`config.mk`:
```
export PLATFORM = sky130hd
export DESIGN_NAME = fpmul_stim_gen
export DESIGN_NICKNAME = d
export VERILOG_FILES = /design/src/rtl/fpmul_stim_pkg.sv /design/src/rtl/fpmul_stim_gen_lfsr.sv /design/src/rtl/fpmul_stim_gen.sv
export SDC_FILE = /design/constraint.sdc
export NUM_CORES = 1
export LEC_CHECK = 0
export BUFFER_PORTS_ARGS = -buffer_cell sky130_fd_sc_hd__buf_2
export CAP_MARGIN = 20
export CORE_UTILIZATION = 50
export DETAILED_ROUTE_END_ITERATION = 6
export PLACE_DENSITY = 0.74
export SLEW_MARGIN = 20
export SYNTH_ARGS = -nofsm -noshare
export SYNTH_HDL_FRONTEND = slang
export SYNTH_SLANG_ARGS = --single-unit
```
`constraint.sdc`:
```
create_clock -name CLK -period 3 [get_ports CLK]
set_input_delay 0.3 -clock CLK [delete_from_list [all_inputs] [get_ports CLK]]
set_output_delay 0.3 -clock CLK [all_outputs]
set_load 0.02 [all_outputs]
```
`src/rtl/fpmul_stim_pkg.sv`:
```
// ============================================================================
// Module      : fpmul_stim_pkg
// Description : Shared types and constants for the fpmul_stim_gen stimulus
//               generator: FSM state enum, pattern-mode encodings, Galois LFSR
//               tap masks, IEEE-754 special-value table and the sample-counter
//               width helper.
// Revision    : 1.0 - initial release
// ============================================================================
`default_nettype none

package fpmul_stim_pkg;

  typedef enum logic [1:0] {
    ST_IDLE  = 2'd0,
    ST_RUN   = 2'd1,
    ST_DRAIN = 2'd2,
    ST_DONE  = 2'd3
  } stim_state_e;

  localparam logic [1:0] MODE_COUNTER = 2'd0;
  localparam logic [1:0] MODE_LFSR    = 2'd1;
  localparam logic [1:0] MODE_WALK    = 2'd2;
  localparam logic [1:0] MODE_ALT     = 2'd3;

  // Right-shifting Galois masks: bit (e-1) set for every polynomial term x^e.
  localparam logic [63:0] LFSR_TAPS_16 = 64'h0000_0000_0000_B400; // x^16+x^14+x^13+x^11+1
  localparam logic [63:0] LFSR_TAPS_32 = 64'h0000_0000_8020_0003; // x^32+x^22+x^2+x+1
  localparam logic [63:0] LFSR_TAPS_64 = 64'hD800_0000_0000_0000; // x^64+x^63+x^61+x^60+1

  function automatic logic [63:0] lfsr_taps(input int w);
    case (w)
      16:      return LFSR_TAPS_16;
      64:      return LFSR_TAPS_64;
      default: return LFSR_TAPS_32;
    endcase
  endfunction

  // Special pairs, cycled per occurrence:
  //   0: (+0, +inf)  1: (NaN, 1.0)  2: (-inf, min denormal)  3: (max normal, 2.0)
  function automatic logic [63:0] special_val(input int w, input logic [1:0] idx, input logic sel_b);
    logic [63:0] v;
    v = '0;
    case (w)
      16: case ({idx, sel_b})
            3'b000: v = 64'h0000;  3'b001: v = 64'h7C00;
            3'b010: v = 64'h7E00;  3'b011: v = 64'h3C00;
            3'b100: v = 64'hFC00;  3'b101: v = 64'h0001;
            3'b110: v = 64'h7BFF;  default: v = 64'h4000;
          endcase
      64: case ({idx, sel_b})
            3'b000: v = 64'h0000_0000_0000_0000;  3'b001: v = 64'h7FF0_0000_0000_0000;
            3'b010: v = 64'h7FF8_0000_0000_0000;  3'b011: v = 64'h3FF0_0000_0000_0000;
            3'b100: v = 64'hFFF0_0000_0000_0000;  3'b101: v = 64'h0000_0000_0000_0001;
            3'b110: v = 64'h7FEF_FFFF_FFFF_FFFF;  default: v = 64'h4000_0000_0000_0000;
          endcase
      default: case ({idx, sel_b})
            3'b000: v = 64'h0000_0000;  3'b001: v = 64'h7F80_0000;
            3'b010: v = 64'h7FC0_0000;  3'b011: v = 64'h3F80_0000;
            3'b100: v = 64'hFF80_0000;  3'b101: v = 64'h0000_0001;
            3'b110: v = 64'h7F7F_FFFF;  default: v = 64'h4000_0000;
          endcase
    endcase
    return v;
  endfunction

  // Counter wide enough to hold N_SAMPLES itself (terminal count + 1).
  function automatic int cnt_width(input int n);
    return $clog2(n) + 1;
  endfunction

endpackage

`default_nettype wire

```
`src/rtl/fpmul_stim_gen_lfsr.sv`:
```
// ============================================================================
// Module      : stim_lfsr
// Description : Right-shifting Galois LFSR, one step per cycle with step=1.
//               Polynomial selected from DATA_W; resets to SEED.
// Revision    : 1.0 - initial release
// ============================================================================
`default_nettype none

module stim_lfsr
  import fpmul_stim_pkg::*;
#(
  parameter int                DATA_W = 32,
  parameter logic [DATA_W-1:0] SEED   = '1
) (
  input  logic              CLK,
  input  logic              RST_n,
  input  logic              step,
  output logic [DATA_W-1:0] q
);

  localparam logic [DATA_W-1:0] TAPS = DATA_W'(lfsr_taps(DATA_W));

  logic [DATA_W-1:0] lfsr_q;
  logic [DATA_W-1:0] lfsr_d;

  // Next value: shift right, fold the taps back in when a one falls out.
  always_comb begin
    lfsr_d = lfsr_q;
    if (step) begin
      lfsr_d = (lfsr_q >> 1) ^ (lfsr_q[0] ? TAPS : '0);
    end
  end

  // State register, reloaded with SEED on reset.
  always_ff @(posedge CLK or negedge RST_n) begin
    if (!RST_n) lfsr_q <= SEED;
    else        lfsr_q <= lfsr_d;
  end

  assign q = lfsr_q;

endmodule

`default_nettype wire

```
`src/rtl/fpmul_stim_gen.sv`:
```
// ============================================================================
// Module      : fpmul_stim_gen
// Description : Stimulus generator for FP multiplier benches / BIST. Emits
//               N_SAMPLES independent A/B operand pairs in one of four pattern
//               modes, a LATENCY-delayed valid aligned with the DUT output, and
//               END_SIM once the DUT pipeline has drained.
//               Optional macro STIM_SPECIAL_EN: every sample with k mod 16 == 15
//               is replaced by an IEEE-754 special pair.
// Revision    : 1.0 - initial release
// ============================================================================
`default_nettype none

module fpmul_stim_gen
  import fpmul_stim_pkg::*;
#(
  parameter int          DATA_W    = 32,
  parameter int          N_SAMPLES = 256,
  parameter int          LATENCY   = 4,
  parameter logic [63:0] SEED      = 64'h0000_0000_1ACE_B00C,
  localparam int         CNT_W     = cnt_width(N_SAMPLES)
) (
  input  logic              CLK,
  input  logic              RST_n,
  input  logic              START,
  input  logic              DATA_EN,
  input  logic [1:0]        MODE,
  output logic [DATA_W-1:0] DATA_A,
  output logic [DATA_W-1:0] DATA_B,
  output logic              VOUT,
  output logic              VOUT_DLY,
  output logic [CNT_W-1:0]  SAMPLE_IDX,
  output logic              BUSY,
  output logic              END_SIM
);

  localparam int                DRAIN_W = $clog2(LATENCY + 1) + 1;
  localparam logic [DATA_W-1:0] SEED_W  = SEED[DATA_W-1:0];

  stim_state_e         state_q, state_d;
  logic [1:0]          mode_q, mode_d;
  logic [CNT_W-1:0]    k_q, k_d;
  logic [DATA_W-1:0]   data_a_q, data_a_d;
  logic [DATA_W-1:0]   data_b_q, data_b_d;
  logic [CNT_W-1:0]    idx_q, idx_d;
  logic                vout_q, vout_d;
  logic [LATENCY-1:0]  dly_q, dly_d;
  logic [DRAIN_W-1:0]  drain_q, drain_d;

  logic                emit;
  logic                lfsr_step;
  logic [DATA_W-1:0]   lfsr_a, lfsr_b;
  logic [DATA_W-1:0]   pat_a, pat_b;
  logic [31:0]         k32;

  assign emit      = (state_q == ST_RUN) && DATA_EN;
  assign lfsr_step = emit && (mode_q == MODE_LFSR);
  assign k32       = 32'(k_q);

  // The LFSR value presented with sample k is the state before its step,
  // so sample 0 carries SEED (A) and ~SEED (B).
  stim_lfsr #(.DATA_W(DATA_W), .SEED(SEED_W)) u_lfsr_a (
    .CLK   (CLK),
    .RST_n (RST_n),
    .step  (lfsr_step),
    .q     (lfsr_a)
  );

  stim_lfsr #(.DATA_W(DATA_W), .SEED(~SEED_W)) u_lfsr_b (
    .CLK   (CLK),
    .RST_n (RST_n),
    .step  (lfsr_step),
    .q     (lfsr_b)
  );

  // Operand pair for the sample index currently held in k_q.
  always_comb begin
    pat_a = '0;
    pat_b = '0;
    case (mode_q)
      MODE_COUNTER: begin
        pat_a = DATA_W'(k_q);
        pat_b = DATA_W'(k_q) + DATA_W'(1);
      end
      MODE_LFSR: begin
        pat_a = lfsr_a;
        pat_b = lfsr_b;
      end
      MODE_WALK: begin
        pat_a = DATA_W'(1) << (k32 % DATA_W);
        pat_b = '1;
      end
      default: begin
        pat_a = k_q[0] ? ~SEED_W : SEED_W;
        pat_b = k_q[0] ? SEED_W  : ~SEED_W;
      end
    endcase
`ifdef STIM_SPECIAL_EN
    // Pattern state keeps advancing underneath; only the emitted pair changes.
    if (k32[3:0] == 4'hF) begin
      pat_a = DATA_W'(special_val(DATA_W, k32[5:4], 1'b0));
      pat_b = DATA_W'(special_val(DATA_W, k32[5:4], 1'b1));
    end
`endif
  end

  // Next-state and datapath updates; everything holds unless the state acts.
  always_comb begin
    state_d  = state_q;
    mode_d   = mode_q;
    k_d      = k_q;
    data_a_d = data_a_q;
    data_b_d = data_b_q;
    idx_d    = idx_q;
    vout_d   = 1'b0;
    drain_d  = drain_q;
    dly_d    = (dly_q << 1) | LATENCY'(vout_q);
    case (state_q)
      ST_IDLE: begin
        if (START) begin
          state_d = ST_RUN;
          mode_d  = MODE;
        end
      end
      ST_RUN: begin
        if (DATA_EN) begin
          data_a_d = pat_a;
          data_b_d = pat_b;
          idx_d    = k_q;
          vout_d   = 1'b1;
          k_d      = k_q + CNT_W'(1);
          if (k_q == CNT_W'(N_SAMPLES - 1)) state_d = ST_DRAIN;
        end
      end
      ST_DRAIN: begin
        // Last VOUT enters the delay line on the first DRAIN edge and leaves
        // LATENCY edges later; DONE follows on the next edge.
        if (drain_q == DRAIN_W'(LATENCY)) state_d = ST_DONE;
        else                              drain_d = drain_q + DRAIN_W'(1);
      end
      default: ;
    endcase
  end

  // State and datapath registers; reset aborts any run immediately.
  always_ff @(posedge CLK or negedge RST_n) begin
    if (!RST_n) begin
      state_q  <= ST_IDLE;
      mode_q   <= MODE_COUNTER;
      k_q      <= '0;
      data_a_q <= '0;
      data_b_q <= '0;
      idx_q    <= '0;
      vout_q   <= 1'b0;
      dly_q    <= '0;
      drain_q  <= '0;
    end else begin
      state_q  <= state_d;
      mode_q   <= mode_d;
      k_q      <= k_d;
      data_a_q <= data_a_d;
      data_b_q <= data_b_d;
      idx_q    <= idx_d;
      vout_q   <= vout_d;
      dly_q    <= dly_d;
      drain_q  <= drain_d;
    end
  end

  assign DATA_A     = data_a_q;
  assign DATA_B     = data_b_q;
  assign VOUT       = vout_q;
  assign VOUT_DLY   = dly_q[LATENCY-1];
  assign SAMPLE_IDX = idx_q;
  assign BUSY       = (state_q == ST_RUN) || (state_q == ST_DRAIN);
  assign END_SIM    = (state_q == ST_DONE);

endmodule

`default_nettype wire

```
Word-level counts from Yosys, hierarchy flattened
Cells that the tools add are included.
{"block": "word_totals", "reg_bits": 159, "input_bits": 6, "out_inout_bits": 77, "elab_cells": 53}
{"block": "op_classes", "n_addsub": 3, "n_eq_ne": 11, "shift": 1, "n_mux": 13, "bitwise": 4, "n_reduce_logical": 10}
{"cell": "$pmux W32 S3", "count": 2}
{"cell": "$mux W32", "count": 4}
{"cell": "$xor A31 B32 Y32", "count": 2}
{"cell": "$shl A1 B5 Y32 const A", "count": 1}
{"cell": "$add A9 B1 Y10 const B", "count": 1}
{"cell": "$add A9 B1 Y9 const B", "count": 1}
{"cell": "$eq A9 B8 Y1 const B", "count": 1}
{"cell": "$mux W2", "count": 4}
{"cell": "$eq A2 B2 Y1 const B", "count": 3}
{"cell": "$ne A2 B2 Y1 const B", "count": 3}
{"cell": "$pmux W2 S3", "count": 1}
{"cell": "$reduce_and A2 Y1", "count": 3}
{"cell": "$reduce_and A5 Y1", "count": 1}
{"cell": "$add A4 B1 Y4 const B", "count": 1}
{"cell": "$eq A2 B1 Y1 const B", "count": 2}
{"cell": "$eq A4 B3 Y1 const B", "count": 1}
{"cell": "$logic_not A2 Y1", "count": 2}
{"cell": "$or A4 B1 Y4", "count": 1}
{"cell": "$reduce_bool A3 Y1", "count": 1}
{"cell": "$logic_and A1 B1 Y1", "count": 2}
{"cell": "$mux W1", "count": 2}
{"cell": "$ne A2 B1 Y1 const B", "count": 1}
{"cell": "$logic_or A1 B1 Y1", "count": 1}
{"cell": "$not A1 Y1", "count": 1}

Logic depth before layout (Yosys ltp)
{"block": "depth", "depth_word": 4, "mapped_depth": 9, "ltp_nobuf": 7}

Modules after synthesis
Synthesis repeated with hierarchy kept, for this count alone.
{"block": "hier_totals", "cells_unflattened": 635, "hier_area_um2": 7402.1}
{"module": "fpmul_stim_gen", "n_inst": 1, "cells_each": 489, "area_each_um2": 4699.5, "seq_area_each_um2": 2377.3}
{"module": "stim_lfsr (u_lfsr_b)", "n_inst": 1, "cells_each": 73, "area_each_um2": 1355.0, "seq_area_each_um2": 824.5}
{"module": "stim_lfsr (u_lfsr_a)", "n_inst": 1, "cells_each": 73, "area_each_um2": 1347.5, "seq_area_each_um2": 817.0}

Least setup slack after synthesis
No wires, ideal clock.
{"block": "synth_path", "kind": "register -> register", "start": "register k_q[0]", "end": "register state_q[1]", "t_arrival_ns": 1.927, "t_required_ns": 2.875, "path_slack_ns": 0.948, "path_stages_with_launch": 8, "path_buffers": 0, "path_cell_list": "dfrtp_1 > ha_1 > nand3_1 > nor2_1 > ha_1 > nand2_1 > a2111oi_2 > mux2_2"}
{"block": "synth_via", "elab_chain_len": 3}
{"element": "start: declaration", "line": "fpmul_stim_gen.sv:41", "rtl": "logic [CNT_W-1:0] k_q, k_d;"}
{"element": "start signal: assignment", "line": "fpmul_stim_gen.sv:159", "rtl": "k_q <= k_d;"}
{"element": "$eq A9 B8 Y1", "line": "fpmul_stim_gen.sv:131", "rtl": "if (k_q == CNT_W'(N_SAMPLES - 1)) state_d = ST_DRAIN;"}
{"element": "$ne A2 B1 Y1 (no source line)"}
{"element": "$reduce_and A5 Y1 (no source line)"}
{"element": "end signal: assignment", "line": "fpmul_stim_gen.sv:157", "rtl": "state_q <= state_d;"}
{"element": "end: declaration", "line": "fpmul_stim_gen.sv:39", "rtl": "stim_state_e state_q, state_d;"}
Every way passes these cells.
A chain may end at the register's enable or synchronous reset.

Worst setup path in the final report
Same ends and word-level chain as after synthesis.

==> flow_summary.ini <==
[run_status]
status = finished clean

[synth]
synthFlopType = dfrtp_1
syn_nets = 763
postSynthAreaPerCell_um2 = 9.42
synth_area_um2 = 7020
yosysMostFrequentCell = nand2_1
synth_top_area_share_pct = 45.3
async_flop_share_pct = 100
synth_cell_types = 50
synth_edf_count = 0
netlist_top_cells_count = nand2_1, dfrtp_1, a21oi_1, nor2_1, o21ai_0
ys_warn_count = 0
seq_area_frac_synth_pct = 57.3
netlist_top_cells_area = dfrtp_1, nand2_1, dfstp_2
synth_top_cell_by_area = dfrtp_1
ys_ff_latch = 159
synth_cells = 745

[setup_path]
cp-start-kind = flop
cp_slowest_cell = dfrtp_1
cp_max_fo = 11
reg2reg_depth = 7
reg2reg_from = k_q[0]
worst-setup-path-type = reg2reg
path_cells = ha_1 -> nand3_1 -> nor2_1 -> ha_1 -> nand2_1 -> a2111oi_2 -> mux2_2
cp-end-kind = flop
cp.required_ns = 3.31
slowest_delay_ns = 0.52
crit_arrival_ns = 2.66
reg2reg_slack_ns = 0.65
timing.rr.end = state_q[1]
cpMostUsedCell = ha_1

[floorplan]
start_util_pct = 52.2
pin_count = 83
die_y_um = 120
core_um2 = 13500
die_area_um2 = 14500
die_x_um = 120
rows = 42

[cts]
cts.clk_slew.worst_paths_ns = 0.06
cts_sinks = 159
clk_latency_ns = 0.43
cts_setup_buffers = 0
h-tree-depth = 4
ctsHoldBuffers = 1
root_buffer = clkbuf_16
cts.repair.resized = 0
cts-buffers-inserted = 17
tritoncts = built
clock_tree.buffer_depth = 2

[timing]
finalHoldViolations = 0
slew_headroom_pct = 46.1
worst_slew_pin_slew_ns = 0.808
finalMaxSlewViolations = 0
setup_viol = 0
grt_setup_unrepaired = false
fin_ws_ns = 0.648
clock.fmax_ghz = 0.425
finalHoldWorstSlack_ns = 0.133
final.min_clock_period_ns = 2.35
fin_tns_setup_ns = 0
period_share_pct = 78.4
finClkSkew_ns = 0.00722

[worst_hold_path]
worstHoldPathType = in2reg
min_from = MODE[1]
holdPathStages = 2
min_to = mode_q[1]

[final_layout]
num_antenna_cells = 0
finalInstanceArea_um2 = 8240
fin_util_pct = 61.2
multi_input_area_um2 = 2710
fin_cells = 995
drive_gt1_share_pct = 20.6
nets = 824
area_growth_pct = 17.4
ff_latch_area_um2 = 4020
n_fill_cell = 1166

[grt]
grt_pass1_vias = 5582
grt_remaining_overflow = 0
grt_pass1_wl_um = 28300
antenna_found_initial = 0
grt_max_degree = 83
grt_usage_pct = 25.5

[placement]
place_inst = 962
dpl.hpwl_um = 11400
gp_congestion = 0.886
io_buffers = 82
place_ws_ns = 0.663
placed_area_um2 = 7530

[routing]
drc = 0
drt_iter0_markers = 500
via_per_inst = 5.60
final_antenna_net_count = 0
routedWlPerCell_um = 17.1
routed_wl_um = 17100
dr.pass1.iters = 5
vias = 5571

[pwr]
vdd_drop_max_mv = 0.697
power_mw = 8.66
p_leak_nw = 4.01
power_density_nw_per_um2 = 1050

[job]
cap_violations = 0
critical path: cells and delay by family, from the launching register on:
kind,cells,cell delay (ns)
flip-flops,1,0.52
AO/OA/AOI/OAI,1,0.48
adder cells (fa/ha/maj),2,0.44
AND/OR/NAND/NOR,3,0.40
multiplexers,1,0.39
how the worst max path moves through the flow:
stage | startpoint | endpoint | slack (ns)
floorplan | k_q[0] | state_q[1] | 0.95
global placement | k_q[0] | state_q[1] | 0.78
detailed placement | k_q[0] | state_q[1] | 0.66
CTS | k_q[0] | state_q[1] | 0.66
global route | k_q[0] | state_q[1] | 0.50
finish | k_q[0] | state_q[1] | 0.65
power by group:
part | switching, mW | leakage [nW] | internal [mW]
Combinational | 2.00 | 1.67 | 1.00
Clock | 0.837 | 0.341 | 1.69
Sequential | 0.485 | 1.99 | 2.65
kinds of logic after synthesis:
logic type,Yosys count,synth area share (%)
DFF,159,57.3
xor gates and xnor gates,22,2.75
adders and majority gates,12,2.14
AOI/OAI and AO/OA,156,13.8
and+or+nand+nor,324,18.9
muxes,5,0.767
buffers and inverters,67,4.31
state kept, by name (all words and copies together), names as in the netlist:
| register | flops |
|---|---|
| DATA_A | 32 |
| DATA_B | 32 |
| mode_q | 2 |
| u_lfsr_a.q | 32 |
| drain_q | 4 |
| u_lfsr_b.q | 32 |
| dly_q | 4 |
| SAMPLE_IDX | 9 |
| state_q | 2 |
| k_q | 9 |
| VOUT | 1 |
layout make-up:
cell class                 instances  share of cell area (%)
multi-input combinational        519                    32.9
inverter                          13                   0.592
clock inverter                    11                    2.84
timing repair buffer              96                    6.67
tap                              176                    2.67
clock buffer                      21                    5.59
sequential                       159                    48.8
layout by cell type (no fill, tap or decap), types with 10 or more instances in the layout:
cell type,n
ha_1,12
o21ai_1,10
inv_1,11
clkbuf_16,17
o21ai_0,35
a21oi_1,47
dfrtp_1,127
xnor2_1,14
nand2_1,238
buf_4,11
dfstp_2,32
o31ai_1,24
buf_2,81
nor2_1,47
metal layers:
| metal | vias to the layer above | global-route usage (%) | routed length [um] |
|---|---|---|---|
| li1 | 2590 | - | - |
| met1 | 2715 | 34.7 | 7450 |
| met2 | 222 | 39.4 | 8040 |
| met3 | 44 | 5.28 | 1100 |
| met4 | 0 | 11.3 | 470 |
| met5 | - | 0 | 0 |
Power figures use the tool's default switching activity.
